`src/rtl/if_fetch_unit.sv`:
```
// Instruction-fetch producer for the IF/ID register: PC generation, imem req/ack handshake, branch redirect.
// Optional IF_PERF_CNT_EN adds fetch_count / stall_count performance counters.
module if_fetch_unit #(
  parameter logic [31:0] RESET_PC  = 32'h0000_0000,
  parameter logic [31:0] NOP_INSTR = 32'h0000_0000
) (
  input  logic        clk,
  input  logic        rst,
  input  logic        freeze,
  input  logic        branch_taken,
  input  logic [31:0] branch_address,
  output logic        imem_req,
  output logic [31:0] imem_addr,
  input  logic        imem_ack,
  input  logic [31:0] imem_rdata,
  output logic [31:0] pc,
  output logic [31:0] instruction,
  output logic        valid
`ifdef IF_PERF_CNT_EN
  ,
  output logic [31:0] fetch_count,
  output logic [31:0] stall_count
`endif
);

  typedef enum logic [1:0] {
    ST_FETCH = 2'd0,
    ST_HOLD  = 2'd1,
    ST_DRAIN = 2'd2
  } state_e;

  state_e      state_q, state_d;
  logic [31:0] pc_reg_q, pc_reg_d;
  logic [31:0] pc_q, pc_d;
  logic [31:0] instr_q, instr_d;
  logic        valid_q, valid_d;
  logic        pending_q, pending_d;
  logic [31:0] drain_addr_q, drain_addr_d;
  logic        consume_s;
  logic        slot_free_s;
  logic        accept_s;

  assign consume_s   = valid_q & ~freeze;
  assign slot_free_s = ~valid_q | consume_s;

  // Memory request: a new fetch only starts into a free slot; once started it is held until ack.
  always_comb begin
    imem_req  = 1'b0;
    imem_addr = pc_reg_q;
    case (state_q)
      ST_FETCH: begin
        imem_req  = pending_q | slot_free_s;
        imem_addr = pc_reg_q;
      end
      ST_HOLD: begin
        imem_req  = 1'b0;
        imem_addr = pc_reg_q;
      end
      ST_DRAIN: begin
        imem_req  = 1'b1;
        imem_addr = drain_addr_q;
      end
      default: begin
        imem_req  = 1'b0;
        imem_addr = pc_reg_q;
      end
    endcase
  end

  // Next-state, PC and output-buffer update.
  always_comb begin
    state_d      = state_q;
    pc_reg_d     = pc_reg_q;
    pc_d         = pc_q;
    instr_d      = instr_q;
    valid_d      = valid_q;
    pending_d    = pending_q;
    drain_addr_d = drain_addr_q;
    accept_s     = 1'b0;

    if (consume_s) begin
      valid_d = 1'b0;
      instr_d = NOP_INSTR;
    end else begin
      valid_d = valid_q;
    end

    if (branch_taken) begin
      pc_reg_d  = branch_address & 32'hFFFF_FFFC;
      valid_d   = 1'b0;
      instr_d   = NOP_INSTR;
      pending_d = 1'b0;
      case (state_q)
        ST_FETCH: begin
          if (imem_req && !imem_ack) begin
            state_d      = ST_DRAIN;
            drain_addr_d = pc_reg_q;
          end else begin
            state_d = ST_FETCH;
          end
        end
        ST_HOLD:  state_d = ST_FETCH;
        ST_DRAIN: state_d = imem_ack ? ST_FETCH : ST_DRAIN;
        default:  state_d = ST_FETCH;
      endcase
    end else begin
      case (state_q)
        ST_FETCH: begin
          if (!imem_req) begin
            state_d = ST_HOLD;
          end else if (!imem_ack) begin
            pending_d = 1'b1;
          end else if (slot_free_s) begin
            pc_d      = pc_reg_q + 32'd4;
            instr_d   = imem_rdata;
            valid_d   = 1'b1;
            pc_reg_d  = pc_reg_q + 32'd4;
            pending_d = 1'b0;
            accept_s  = 1'b1;
          end else begin
            // Unreachable: drop the data and refetch the same address once the slot frees.
            state_d   = ST_HOLD;
            pending_d = 1'b0;
          end
        end
        ST_HOLD:  state_d = consume_s ? ST_FETCH : ST_HOLD;
        ST_DRAIN: state_d = imem_ack ? ST_FETCH : ST_DRAIN;
        default:  state_d = ST_FETCH;
      endcase
    end
  end

  // State and buffer registers with synchronous active-low reset.
  always_ff @(posedge clk) begin
    if (!rst) begin
      state_q      <= ST_FETCH;
      pc_reg_q     <= RESET_PC;
      pc_q         <= 32'h0000_0000;
      instr_q      <= NOP_INSTR;
      valid_q      <= 1'b0;
      pending_q    <= 1'b0;
      drain_addr_q <= 32'h0000_0000;
    end else begin
      state_q      <= state_d;
      pc_reg_q     <= pc_reg_d;
      pc_q         <= pc_d;
      instr_q      <= instr_d;
      valid_q      <= valid_d;
      pending_q    <= pending_d;
      drain_addr_q <= drain_addr_d;
    end
  end

  assign pc          = pc_q;
  assign instruction = instr_q;
  assign valid       = valid_q;

`ifdef IF_PERF_CNT_EN
  logic [31:0] fetch_cnt_q, fetch_cnt_d;
  logic [31:0] stall_cnt_q, stall_cnt_d;
  logic        stall_s;

  assign stall_s = (imem_req & ~imem_ack) | (state_q == ST_HOLD);

  // Counter increments (wrapping).
  always_comb begin
    fetch_cnt_d = fetch_cnt_q;
    stall_cnt_d = stall_cnt_q;
    if (accept_s) begin
      fetch_cnt_d = fetch_cnt_q + 32'd1;
    end else begin
      fetch_cnt_d = fetch_cnt_q;
    end
    if (stall_s) begin
      stall_cnt_d = stall_cnt_q + 32'd1;
    end else begin
      stall_cnt_d = stall_cnt_q;
    end
  end

  // Counter registers.
  always_ff @(posedge clk) begin
    if (!rst) begin
      fetch_cnt_q <= 32'h0000_0000;
      stall_cnt_q <= 32'h0000_0000;
    end else begin
      fetch_cnt_q <= fetch_cnt_d;
      stall_cnt_q <= stall_cnt_d;
    end
  end

  assign fetch_count = fetch_cnt_q;
  assign stall_count = stall_cnt_q;
`endif

endmodule
```
`config.mk`:
```
export PLATFORM = sky130hd
export DESIGN_NAME = if_fetch_unit
export DESIGN_NICKNAME = d
export VERILOG_FILES = /design/src/rtl/if_fetch_unit.sv
export SDC_FILE = /design/constraint.sdc
export NUM_CORES = 1
export LEC_CHECK = 0
export CAP_MARGIN = 25
export CELL_PAD_IN_SITES_DETAIL_PLACEMENT = 0
export CELL_PAD_IN_SITES_GLOBAL_PLACEMENT = 1
export CORE_MARGIN = 2
export CORE_UTILIZATION = 32
export DETAILED_ROUTE_END_ITERATION = 8
export PLACE_DENSITY = 0.81
export RECOVER_POWER = 25
export SLEW_MARGIN = 20
export SYNTH_ARGS = -nofsm -noshare
export SYNTH_HDL_FRONTEND = slang
export SYNTH_SLANG_ARGS = --single-unit
```
`constraint.sdc`:
```
create_clock -name clk -period 2.6 [get_ports clk]
set_input_delay 0.78 -clock clk [delete_from_list [all_inputs] [get_ports clk]]
set_output_delay 0.78 -clock clk [all_outputs]
set_load 0.05 [all_outputs]
```
==> impl_metrics.py <==
metrics = {
    "detailed_routing": {
        "drc_errors": 11,
        "drtAntennaViolNets": 0,
        "totalWireLength_um": 16850,
        "wl_per_cell_um": 15.69,
        "dr.pass1.iters": 9,
        "drt_iter0_markers": 394,
        "viasPerCell": 4.912,
        "num_vias": 5275,
    },
    "die": {
        "num_rows": 49,
        "core_mm2": 0.01809,
        "die_w_um": 140.1,
        "die_y_um": 140.1,
        "die_area_mm2": 0.01963,
        "initial_core_util_pct": 32.77,
        "ios": 167,
    },
    "synthesis": {
        "synthTopCellsByArea": "dfxtp_1, a21oi_1, mux2i_1, mux2_2, xor2_1",
        "yosysSeqAreaShare_pct": 42.56,
        "synth_top_area_share_pct": 42.56,
        "netlist_instances": 681,
        "syn_avg_cell_area_um2": 8.703,
        "synth_cell_types": 42,
        "syn-cell-area_mm2": 0.005927,
        "ys_ff_latch": 126,
        "yosysWarnings": 0,
        "yosysTopAreaCell": "dfxtp_1",
    },
    "worst_setup_path": {
        "endpoint_kind": "output port",
        "reg2reg_slack_ps": 520,
        "reg2reg_depth": 6,
        "worst_r2r_endpoint": "pc_reg_q[28]",
        "startpoint_type": "flop",
        "r2r-start": "pc_reg_q[2]",
        "path_class": "reg2out",
        "critPathMaxFanout": 23,
        "worstPathArrival_ps": 1740,
        "required_ps": 1820,
    },
    "global_routing": {
        "grtUsageTotal_pct": 17.07,
        "grt_first_pass_wirelength_um": 26590,
        "grt_max_degree": 39,
        "grt_pass1_vias": 4988,
        "overflow": 0,
        "antenna_found_initial": 0,
    },
    "timing": {
        "finalClockSkew_ps": 8.208,
        "maxSlewHeadroom_pct": 53.66,
        "tns_ps": 0,
        "period_share_pct": 96.88,
        "hold_viol_final": 0,
        "final.min_clock_period_ps": 2519,
        "tightest_slew_ps": 695.1,
        "rsz0062_at_grt": "false",
        "setup_viol": 0,
        "finalMaxSlewViolations": 0,
        "max_freq_mhz": 397.0,
        "hold_ws_ps": 463.3,
    },
    "worst_hold_path": {
        "hold_depth": 2,
        "worstHoldStart": "instruction[11]",
        "hold_end": "instruction[11]",
        "worstHoldPathType": "reg2reg",
    },
    "cells_and_area": {
        "final_common_cell": "clkdlybuf4s50_1",
        "final_util_pct": 46.63,
        "fin_nets": 903,
        "diodes": 0,
        "drive_gt1_share_pct": 16.21,
        "syn_to_final_growth_pct": 42.31,
        "final_cell_mix": "clkdlybuf4s50_1, dfxtp_1, a21oi_1",
    },
    "clock_tree": {
        "cts-root-buf": "clkbuf_16",
        "clk_pin_slew_ps": 50,
        "cts_buffers": 17,
        "hold_buffers": 0,
        "cts_tree": "done",
        "clkLatencyLatePin_ps": 410,
        "clockBufferDepth": 2,
        "cts.sinks": 126,
        "cts.htree.levels": 4,
        "post_cts_buffers": 0,
    },
    "placement": {
        "place.gp.congestion": 0.7674,
        "dp_hpwl_um": 11600,
        "portBuffers": 160,
    },
    "job": {
        "drv_cap": 0,
    },
    "pwr": {
        "powerDensity_mw_per_mm2": 667.6,
        "p_leak_uw": 0.003266,
        "ir_worst_vdd_uv": 450.8,
    },
    "outcome": {
        "violations": "DRC",
        "status": "complete, but fails checks",
    },
}
## worst max path at each step
stage	from	end	slack, ps	depth (start not counted)
after floorplan	state_q[1]	imem_addr[13]	-110	4
after global placement	imem_ack	pc_reg_q[17]	-230	7
after detailed placement	imem_ack	pc_reg_q[21]	-260	7
after CTS	state_q[0]	imem_addr[19]	20	4
after global routing	state_q[1]	imem_addr[5]	5	4
final	state_q[1]	imem_addr[31]	80	4
## critical path: stages (launching register included)
cell     delay, ps
dfxtp_4        380
nor2b_4        180
buf_12         190
mux2_2         380
buf_4          200
## cell type report
| cell class | instances | area (µm²) |
|---|---|---|
| fill | 1746 | 9652 |
| multi-input combinational | 486 | 3132 |
| sequential | 126 | 2527 |
| timing repair buffer | 195 | 1869 |
| clock buffer | 25 | 485.5 |
| tap | 229 | 286.5 |
| clock inverter | 6 | 107.6 |
| inverter | 7 | 26.28 |
## cell families after synthesis
logic type	after synthesis	share of synthesized area [%]
AO/OA/AOI/OAI	149	13.53
XOR/XNOR	57	8.423
adder cells (fa/ha/maj)	1	0.2111
buffers and inverters	72	5.172
flip-flops	126	42.56
multiplexers	58	10.37
other	1	0.06327
AND/OR/NAND/NOR	217	19.67
## sequential cells by signal, summed over array words and instances, names as in the netlist
| signal | cells |
|---|---|
| pc | 30 |
| valid | 1 |
| state_q | 2 |
| pc_reg_q | 30 |
| drain_addr_q | 30 |
| instruction | 32 |
| pending_q | 1 |
## metal layers
layer | GRT usage, % | up-vias | wire length [µm]
li1 | - | 2665 | -
met1 | 22.55 | 2452 | 7933
met2 | 26.52 | 129 | 7666
met3 | 4.991 | 29 | 796
met4 | 6.326 | 0 | 453
met5 | 0 | - | 0
## per-stage QoR
step / cell area [µm²] / power, µW / setup WS [ps] / cells
6_report: 8434 / 5631 / 81.12 / 1074
5_1_grt: 8434 / 5843 / 5.292 / 1074
4_1_cts: 8488 / 5689 / 21.13 / 1074
3_5_place_dp: 7889 / 3256 / -259.9 / 1043
3_3_place_gp: 7889 / 3253 / -228.3 / 1043
2_1_floorplan: 5938 / 2838 / -114.7 / 684
## synthesized netlist by cell type, drive strengths merged
master and number:
a2111oi 2, a21oi 85, and2 2, and3 4, and4 3, buf 21
clkbuf 44, clkinv 1, conb 1, dfxtp 126, ha 1, inv 6
mux2 27, mux2i 31, nand2 65, nand2b 2, nand3 53, nand4 15
nand4b 1, nor2 16, nor2b 32, nor3 11, nor3b 1, nor4 8
o2111ai 1, o211a 9, o21ai 52, or2 1, or3b 1, or4 2
xnor2 23, xor2 34
## where the power goes
group          internal [µW]  switching, µW
logic                    428            642
registers               2040           97.5
clock network           1580            852
total                   4040           1590
## timing repair
item	CTS	global route
pin swaps	0	0
resized for setup	2	7
setup endpoints to repair	20	16
Power figures use the tool's default switching activity.
==> variant (same flow settings) <==
Encoding of `state_e`: now one-hot (3 bits for 3 states).
--- a/src/rtl/if_fetch_unit.sv
+++ b/src/rtl/if_fetch_unit.sv
@@ -25,6 +25,6 @@
 
-  typedef enum logic [1:0] {
-    ST_FETCH = 2'd0,
-    ST_HOLD  = 2'd1,
-    ST_DRAIN = 2'd2
+  typedef enum logic [2:0] {
+    ST_FETCH = 3'b001,
+    ST_HOLD  = 3'b010,
+    ST_DRAIN = 3'b100
   } state_e;
Behaviour: no difference found for any inputs over 4 cycles, from zero or initial values and one cycle with rst low; so few cycles prove little.
==> variant against the original RTL <==
The flow finishes with violations (setup timing); area after synthesis increased by 5.7%; critical path depth increased by 3; sequential cell count increased by 1; wire length increased by 24%; synthesized cell count increased by 16%; clock skew increased by 0.0039 ns; clock power increased by 7%; non-clock buffer count increased by 26; setup slack got worse by 0.18 ns; first-iteration DRC count increased by 9.9%; power increased by 6.2%; global-route usage increased by 3.0 points; design area increased by 10%; highest routed layer unchanged.
==> variant: results (changes against the original RTL) <==
| Metric | Value |
|---|---|
| GR Layer Usage met1 | 26.56% (+4.0 points) |
| Nets | 1,017 (+13%) |
| DR iter-0 viols | 433 (+9.9%) |
| Sequential element share of the synthesized area | 40.58% (-2.0 points) |
| Vias in the first global route | 5,997 (+20%) |
| Met3 wire len | 1726 um (+120%) |
| Maximum VDD drop | 0.4108 mV (-8.9%) |
| Final HPWL DP | 13,850 um (+19%) |
| Clock buf/inv share | 6.892% (-0.14 points) |
| Tot GR Track Use | 20.10% (+3.0 points) |
| Routed wl met2 | 9437 um (+23%) |
| Detailed-route wire length per cell | 17.00 um (+8.3%) |
| Plain + repair buffers | 221 (+13%) |
| Xor-xnor portion of the synthesized cell area | 2.376% (-6.0 points) |
| Post-synthesis compound-gate area fraction | 20.07% (+6.5 points) |
| Critical Path AT | 1.92 ns (+0.18 ns) |
| Crit-path max cell delay | 0.34 ns (-0.04 ns) |
| Fraction of area in multi-input gates | 36.90% (-0.23 points) |
| Worst reg2reg path endpoint | pc[30] |
| Hold path endpoint | drain_addr_q[23] |
| NonClk Buf Share | 24.90% (+2.7 points) |
| Reg-to-reg startpoint | pc_reg_q[3] |
| Status | finished, violations left |
| Max_slew headroom | 48.76% (-4.9 points) |
| FF-to-FF path depth | 5 (-1) |
| Total power | 5.981 mW (+6.2%) |
| Largest net degree at the start of global routing | 41 (+5.1%) |
| Max FO, Critical Path | 6 (-74%) |
| R2R Setup Slk | 0.46 ns (-0.06 ns) |
| Hold Crit Start | drain_addr_q[23] |
| Fin Clk Skew | 0.01210 ns (+0.003888 ns) |
| Hold WS | 0.4488 ns (-0.01445 ns) |
| Unique masters post-synth | 54 (+29%) |
| Via count | 6,413 (+22%) |
| Placer congestion estimate | 0.8643 (+13%) |
| Wl on met1 | 9436 um (+19%) |
| Clk. pwr | 2.60 mW (+7%) |
| Diode count | 1 (+1) |
| Failing checks | setup timing |
| Leak | 3.249 nW (-0.54%) |
| Setup violators final | 18 (+18) |
| Slack of the critical path | -0.09565 ns (-0.1768 ns) |
| Synth area leaders | dfxtp_1 41%, nand2_1 7.1%, a21oi_1 6.4% |
[variant: cell count changes after synthesis, moves of 13 or more]
cell,delta
a211oi_1,+13
a31oi_1,+24
mux2i_1,-31
nand2_1,+53
nor2b_1,-23
o31ai_1,+16
or4_1,+15
xor2_1,-29
[variant: worst max-delay path by stage]
| stage | startpoint | end | slack [ns] | cells after the start |
|---|---|---|---|---|
| 6_report | state_q[2] | imem_addr[6] | -0.1 | 7 |
| 5_1_grt | state_q[2] | imem_addr[25] | -0.14 | 6 |
| 4_1_cts | state_q[2] | imem_addr[6] | -0.09 | 7 |
| 2_1_floorplan | state_q[2] | imem_addr[16] | -0.11 | 6 |
| 3_5_place_dp | imem_ack | pc_reg_q[16] | -0.09 | 7 |
| 3_3_place_gp | imem_ack | pc_reg_q[7] | -0.0006 | 7 |
[variant: logic make-up (layout without fill, tap and decap cells)]
family          Yosys count  after routing
buf+inv                  94            260
other cells               1              5
fa+ha+maj                 1              1
simple gates            312            312
compound gates          214            214
mux                      25             25
flops                   127            127
xor+xnor                 17             17
[variant: metrics by stage]
stage          cell area [sq um]  setup slack [ns]  instances    TNS [ns]
2_1_floorplan               6277           -0.1083        794     -0.5414
4_1_cts                     9336          -0.08998       1225      -1.126
5_1_grt                     9295           -0.1436       1226      -6.976
3_3_place_gp                8339        -0.0006144       1184  -0.0006144
3_5_place_dp                8339          -0.09448       1184     -0.6339
6_report                    9295          -0.09565       1226      -1.250
[variant: repair_timing]
item | 4_1_cts | 5_1_grt
setup buffers | 6 | 0
setup endpoints to repair | 31 | 30
cloned | 3 | 0
endpoints found under the hold margin | 0 | 0
resized for setup | 66 | 2
[variant: worst register-to-register path: stages, from the launching register on]
cell,delay (ns)
dfxtp_1,0.41
ha_1,0.27
nand3_1,0.29
or4_1,0.59
o311ai_0,0.29
nor3b_1,0.22
